`src/rtl/hazard_forward_scoreboard.sv`:
```
// ID-stage hazard unit: per-operand bypass mux (EXE / MEM / long-unit completion),
// load-use and scoreboard RAW stalls, WAW/structural stalls, and a registered
// scoreboard of destinations owned by the variable-latency long unit.
//
// Handshake: there is no valid/ready pair here. id_valid qualifies the ID
// instruction for one cycle; while stall is high the upstream holds that
// instruction and a bubble enters EXE. lu_done is a single-cycle strobe that
// is accepted unconditionally and never back-pressured.
module hazard_forward_scoreboard #(
  parameter int DATA_W  = 32,
  parameter int NUM_SRC = 2,
  parameter int NREG    = 32,
  parameter int MAX_OUT = 4,
  parameter int CNT_W   = 16,
  localparam int ADDR_W = $clog2(NREG)
) (
  input  logic                        clk,
  input  logic                        rst,
  input  logic                        id_valid,
  input  logic [NUM_SRC*ADDR_W-1:0]   id_src_addr,
  input  logic [NUM_SRC-1:0]          id_src_used,
  input  logic [NUM_SRC*DATA_W-1:0]   id_src_rf,
  input  logic                        id_wr_ena,
  input  logic [ADDR_W-1:0]           id_waddr,
  input  logic                        id_is_long,
  input  logic                        exe_wr_ena,
  input  logic [ADDR_W-1:0]           exe_waddr,
  input  logic [DATA_W-1:0]           exe_wdata,
  input  logic                        exe_is_load,
  input  logic                        mem_wr_ena,
  input  logic [ADDR_W-1:0]           mem_waddr,
  input  logic [DATA_W-1:0]           mem_wdata,
  input  logic                        mem_is_load,
  input  logic                        mem_load_rdy,
  input  logic                        lu_done,
  input  logic [ADDR_W-1:0]           lu_waddr,
  input  logic [DATA_W-1:0]           lu_wdata,
  output logic [NUM_SRC*DATA_W-1:0]   src_out,
  output logic                        stall,
  output logic [2:0]                  stall_cause,
  output logic [NREG-1:0]             pending,
  output logic [3:0]                  outstanding,
  output logic [CNT_W-1:0]            stall_cycles,
  output logic                        lu_err
);

  localparam logic [3:0] MAX_OUT_C = 4'(MAX_OUT);

  logic            load_use;
  logic            sb_raw;
  logic            waw_struct;
  logic            issue;
  logic            lu_good;
  logic [NREG-1:0] pending_nxt;
  logic [3:0]      outstanding_nxt;

  // Per-operand bypass selection and RAW hazard detection, nearest producer first.
  always_comb begin
    src_out  = id_src_rf;
    load_use = 1'b0;
    sb_raw   = 1'b0;
    for (int i = 0; i < NUM_SRC; i++) begin
      if (id_src_used[i] && (id_src_addr[i*ADDR_W +: ADDR_W] != '0)) begin
        if (exe_wr_ena && (exe_waddr == id_src_addr[i*ADDR_W +: ADDR_W])) begin
          // A load in EXE has no data yet; the operand value is irrelevant while stalled.
          if (exe_is_load) load_use = 1'b1;
          else             src_out[i*DATA_W +: DATA_W] = exe_wdata;
        end else if (mem_wr_ena && (mem_waddr == id_src_addr[i*ADDR_W +: ADDR_W])) begin
          if (mem_is_load && !mem_load_rdy) load_use = 1'b1;
          else                              src_out[i*DATA_W +: DATA_W] = mem_wdata;
        end else if (lu_done && (lu_waddr == id_src_addr[i*ADDR_W +: ADDR_W])) begin
          src_out[i*DATA_W +: DATA_W] = lu_wdata;
        end else if (pending[id_src_addr[i*ADDR_W +: ADDR_W]]) begin
          sb_raw = 1'b1;
        end
      end
    end
  end

  // WAW against an in-flight long op, or no free long-unit slot this cycle.
  always_comb begin
    waw_struct = 1'b0;
    if (id_wr_ena && (id_waddr != '0) && pending[id_waddr] &&
        !(lu_done && (lu_waddr == id_waddr)))
      waw_struct = 1'b1;
    if (id_is_long && (outstanding == MAX_OUT_C) && !lu_done)
      waw_struct = 1'b1;
  end

  // Stall qualification, issue decode and scoreboard next state.
  always_comb begin
    stall_cause     = id_valid ? {waw_struct, sb_raw, load_use} : 3'b000;
    stall           = |stall_cause;
    issue           = id_valid && id_is_long && id_wr_ena && !stall && (id_waddr != '0);
    // A completion that matches nothing in flight is ignored and only flagged.
    lu_good         = lu_done && (outstanding != 4'd0) && pending[lu_waddr];
    pending_nxt     = pending;
    outstanding_nxt = outstanding;
    if (lu_good) pending_nxt[lu_waddr] = 1'b0;
    if (issue)   pending_nxt[id_waddr] = 1'b1;
    if (issue && !lu_good) begin
      if (outstanding < MAX_OUT_C) outstanding_nxt = outstanding + 4'd1;
    end else if (!issue && lu_good) begin
      outstanding_nxt = outstanding - 4'd1;
    end
  end

  // Scoreboard, error flag and stall counter registers.
  always_ff @(posedge clk) begin
    if (rst) begin
      pending      <= '0;
      outstanding  <= 4'd0;
      stall_cycles <= '0;
      lu_err       <= 1'b0;
    end else begin
      pending     <= pending_nxt;
      outstanding <= outstanding_nxt;
      if (lu_done && !lu_good) lu_err <= 1'b1;
      if (stall && (stall_cycles != '1)) stall_cycles <= stall_cycles + 1'b1;
    end
  end

endmodule

```
`config.mk`:
```
export PLATFORM = sky130hd
export DESIGN_NAME = hazard_forward_scoreboard
export DESIGN_NICKNAME = d
export VERILOG_FILES = /design/src/rtl/hazard_forward_scoreboard.sv
export SDC_FILE = /design/constraint.sdc
export NUM_CORES = 1
export LEC_CHECK = 0
export CAP_MARGIN = 20
export CORE_MARGIN = 2
export CORE_UTILIZATION = 25
export CTS_BUF_LIST = sky130_fd_sc_hd__clkbuf_16
export CTS_CLUSTER_DIAMETER = 120
export DETAILED_ROUTE_END_ITERATION = 8
export HOLD_SLACK_MARGIN = 0.05
export MAX_ROUTING_LAYER = met4
export SYNTH_ARGS = -nofsm -noshare
export SYNTH_HDL_FRONTEND = slang
export SYNTH_SLANG_ARGS = --single-unit
```
`constraint.sdc`:
```
create_clock -name clk -period 10.7 [get_ports clk]
set_input_delay 2.14 -clock clk [delete_from_list [all_inputs] [get_ports clk]]
set_output_delay 2.14 -clock clk [all_outputs]
set_load 0.01 [all_outputs]
```
Yosys cells after proc, flatten, opt, wreduce, memory -nomap -nowiden

Cells that the tools add are included.

Add/subtract/negate cells: 3
$lt $le $gt $ge: 7
Equal/unequal tests: 10
Mux-type cells: 52
Bitwise gates (word level): 3
Reductions and logical operators: 40

Operators with widths:

| operator              | number |
|---|---|
| $mux 32               | 14 |
| $eq 5x5->1            | 7 |
| $and 32x32->32        | 1 |
| $not 32->32           | 1 |
| $or 32x32->32         | 1 |
| $mux 1                | 28 |
| $logic_and 1x1->1     | 27 |
| $lt 5x6->1 const B    | 4 |
| $bmux 1 s5            | 4 |
| $add 16x1->16 const B | 1 |
| $ne 16x16->1 const B  | 1 |
| $reduce_bool 5->1     | 3 |
| $mux 4                | 3 |
| $demux 1 s5           | 2 |
| $ge 5x1->1 const B    | 2 |
| $logic_not 1->1       | 6 |
| $add 4x1->4 const B   | 1 |
| $eq 4x3->1 const B    | 1 |
| $lt 4x3->1 const B    | 1 |
| $reduce_bool 4->1     | 1 |
| $sub 4x1->4 const B   | 1 |
| $mux 3                | 1 |
| $reduce_or 3->1       | 1 |
| $ne 2x1->1 const B    | 1 |
| 2 further kinds       | 2 |

Register bits after elaboration: 53
Bits of input ports: 203
Output and inout port bits: 121
Logic and storage cells: 119

Longest topological paths before layout

Word-level depth: 21
Mapped depth: 14

Least setup slack after synthesis

OpenSTA, ideal clock, no wires.

Path type: input to output
From: input id_src_addr[9]
To: output src_out[63]
Arrival: 4.185 ns
Data required time: 8.560 ns
Path slack: 4.375 ns
Stages: 8
Buffers on the path: 2
Cells stage by stage: buf_2 xor2_1 nor4_1 and3_1 clkbuf_1 mux2_2 a311o_1 a221o_1

Longest elaborated chain between the ends: 6

RTL lines:

| element           | RTL line | RTL |
|---|---|---|
| start, declared   | 20       | `input logic [NUM_SRC*ADDR_W-1:0] id_src_addr,` |
| $eq 5x5->1        | 71       | `end else if (lu_done && (lu_waddr == id_src_addr[i*ADDR_W +: ADDR_W])) begin` |
| $logic_and 1x1->1 | 71       |  |
| $mux 32           | 71       |  |
| $mux 32           | 68       | `end else if (mem_wr_ena && (mem_waddr == id_src_addr[i*ADDR_W +: ADDR_W])) begin` |
| $mux 32           | 64       | `if (exe_wr_ena && (exe_waddr == id_src_addr[i*ADDR_W +: ADDR_W])) begin` |
| $mux 32 (*)       | 63       | `if (id_src_used[i] && (id_src_addr[i*ADDR_W +: ADDR_W] != '0)) begin` |
| end, declared     | 38       | `output logic [NUM_SRC*DATA_W-1:0] src_out,` |

Mark *: on every way between the ends. The rest lies on a longest branch, timed or not.

Worst setup path in the final report

From: input lu_waddr[4]
To: output src_out[26]

Longest elaborated chain between the ends: 6

RTL lines:

| element           | RTL line | RTL |
|---|---|---|
| start, declared   | 36       | `input logic [ADDR_W-1:0] lu_waddr,` |
| $eq 5x5->1        | 71       |  |
| $logic_and 1x1->1 | 71       |  |
| $mux 32           | 71       |  |
| $mux 32           | 68       |  |
| $mux 32           | 64       |  |
| $mux 32           | 63       |  |

No other way between the ends.

==> reports/results.txt <==
status: completed
RSZ-0062 raised after global routing: false
Data required, critical path: 8.56 ns
initial core utilization: 25.5%
number of global-route vias before repair: 7,818
full die area: 26,100 um2
CP Class: in2out
Yosys warning count: 0
fmax: 0.126 GHz
sequential share of power: 31.0%
Async S/R FF share, synth: 0%
clock sink count: 53
largest net degree at the start of global routing: 59
Site Rows: 57
Final GP Congestion: 0.915
Slew Viols, Final: 0
Final period util: 74.4%
Cell variety after synth: 67
placed cell areas: 9670 um2
first-pass GRT wire length: 46.5 mm
Slew @ Worst Pin: 1.11 ns
gr usage total: 23.1%
syn nets: 1,073
Seq/Total Area, Yosys: 17.1%
Hold Crit Class: reg2reg
post-synth top area share: 17.1%
Worst EP arrival: 5.82 ns
hold-fix buffers at CTS: 0
Port Buffers: 323
layout net count: 1,343
Clock Latency Late Sink: 0.30 ns
Combinational Power Share: 43.5%
clock root buffer: clkbuf_16
top cells by count, synth: a21oi_1 (87), o21ai_0 (69), o22ai_1 (66)
post-DR vias/cell: 5.61
dpl ws: 2.28 ns
total core area: 24,300 um2
diode count: 0
min Tclk post-route: 7.96 ns
main flop type after synthesis: dfxtp_1
P_leak: 3.55 nW
maximum VDD drop: 0.0842 mV
TritonCTS clock tree: built
clock power share: 25.4%
Crit. End Element: primary output
final instance area: 9850 um2
Hold WS: 0.497 ns
Max Cap Violations: 0
total power: 660 uW
number of routed nets with antenna violations: 0
post_cts resized: 0
number of synthesized flops with an enable pin: 0
CP startpoint kind: primary input
Worst-path clk slew: 0.07 ns
I/O pins: 324
CTS Buf Count: 5
total gr overflow: 0
HPWL after detailed placement: 23.1 mm
CP Max Fanout: 24
top cells by area, synth: dfxtp_1 (17%), mux2i_1 (7.3%), a21oi_1 (7.0%), o22ai_1 (6.7%), o21ai_0 (5.6%)
initial antenna violation count: 0
drt wl/cell: 21.5 um
Synth Cell Area: 6200 um2
Initial DRT Pass Iterations: 7
area delta synth->final: 58.8%
maximum buffer depth of the clock tree: 2
Net Sw Frac: 33.0%
CTS H-tree depth: 2
Mapped Cells: 866
Yosys reg bits: 53
internal power: 442 uW
DIE WIDTH: 162 um
worst clock skew: 0.0132 ns
detailed-route via count: 8,197
post-synth top area cell: dfxtp_1
# setup viols final: 0
WL final: 31.4 mm
share of layout cells above drive strength 1: 6.16%
initial DRC count: 896
mean post-synth cell area: 7.16 um2
Power Dens Cells: 67.0 nW/um2
final worst slack: 2.74 ns
setup TNS: 0 ns
Post-CTS Setup Repair Bufs: 0
residual DRC count: 0
Sw Pwr: 218 uW
Die Ht: 162 um
most common cell in the netlist: a21oi_1
final hold violations: 0
Slew headroom: 25.9%
==> flip-flops by register name (all words and copies together), names as in the netlist <==
signal / cells
pending: 32
stall_cycles: 16
outstanding: 4
lu_err: 1
==> power groups by stage <==
stage / logic, mW / registers, mW / clock network, mW
finish: 0.288 / 0.205 / 0.168
global placement: 0.284 / 0.209 / 0
floorplan: 0.121 / 0.209 / 0
detailed placement: 0.285 / 0.209 / 0
global route: 0.307 / 0.206 / 0.178
CTS: 0.287 / 0.205 / 0.173
==> per-layer routing <==
| metal | GRT usage, % | vias to the layer above | routed length (um) |
|---|---|---|---|
| met3 | 4.06 | 37 | 2660 |
| met2 | 39.1 | 429 | 15000 |
| met5 | - | - | 0 |
| met4 | 3.81 | 0 | 478 |
| met1 | 29.3 | 3898 | 13200 |
| li1 | - | 3833 | - |
==> critical path, cell delays in order <==
cell and delay (ns):
clkdlybuf4s50_1 0.75, xor2_1 0.30, nor4_1 0.23, and3_1 0.23, nor3b_2 0.62, buf_4 0.44
a222oi_1 0.11, o21ai_0 0.35, clkdlybuf4s50_1 0.61
==> cells in the final DEF (no fill, tap or decap), types with 16 or more instances in the layout <==
| cell type | instances |
|---|---|
| nand3_1 | 16 |
| clkdlybuf4s50_1 | 322 |
| a21oi_1 | 87 |
| nand2_1 | 63 |
| mux2i_1 | 45 |
| nor2b_1 | 36 |
| buf_4 | 19 |
| nor2_1 | 55 |
| inv_1 | 42 |
| a222oi_1 | 32 |
| o21ai_0 | 68 |
| o22ai_1 | 66 |
| xnor2_1 | 18 |
| dfxtp_1 | 53 |
| xor2_1 | 21 |
| o31ai_1 | 26 |
==> final timing paths <==
kind | from | endpoint | slack [ns] | depth (start not counted)
max reg2reg | pending[2]$_SDFF_PP0_ | outstanding[3]$_SDFFE_PP0P_ | 7.18 | 12
min reg2reg | lu_err$_SDFFE_PP0P_ | lu_err$_SDFFE_PP0P_ | 0.50 | 2
max | lu_waddr[4] | src_out[26] | 2.74 | 9
min | lu_err$_SDFFE_PP0P_ | lu_err$_SDFFE_PP0P_ | 0.50 | 2
==> cells by family after synthesis <==
logic type / Yosys count / synth area share (%)
mux: 59 / 11.9
compound gates: 331 / 34.4
simple gates: 257 / 21.9
buf+inv: 123 / 8.31
xor+xnor: 39 / 5.51
fa+ha+maj: 4 / 0.928
flops: 53 / 17.1
==> per-stage QoR <==
step / std cells / util (%)
global route: 1461 / 40.5
floorplan: 866 / -
finish: 1461 / 40.5
detailed placement: 1452 / 39.8
CTS: 1460 / 40.4
global placement: 1452 / 39.8
==> area by class of cell <==
type | instances | area [um2]
clock buffer | 5 | 125
clock inverter | 3 | 25.0
fill | 2447 | 14500
inverter | 43 | 161
multi-input combinational | 690 | 4680
sequential | 53 | 1060
tap | 324 | 405
timing repair buffer | 343 | 3400
(Power assumes the default switching activity.)
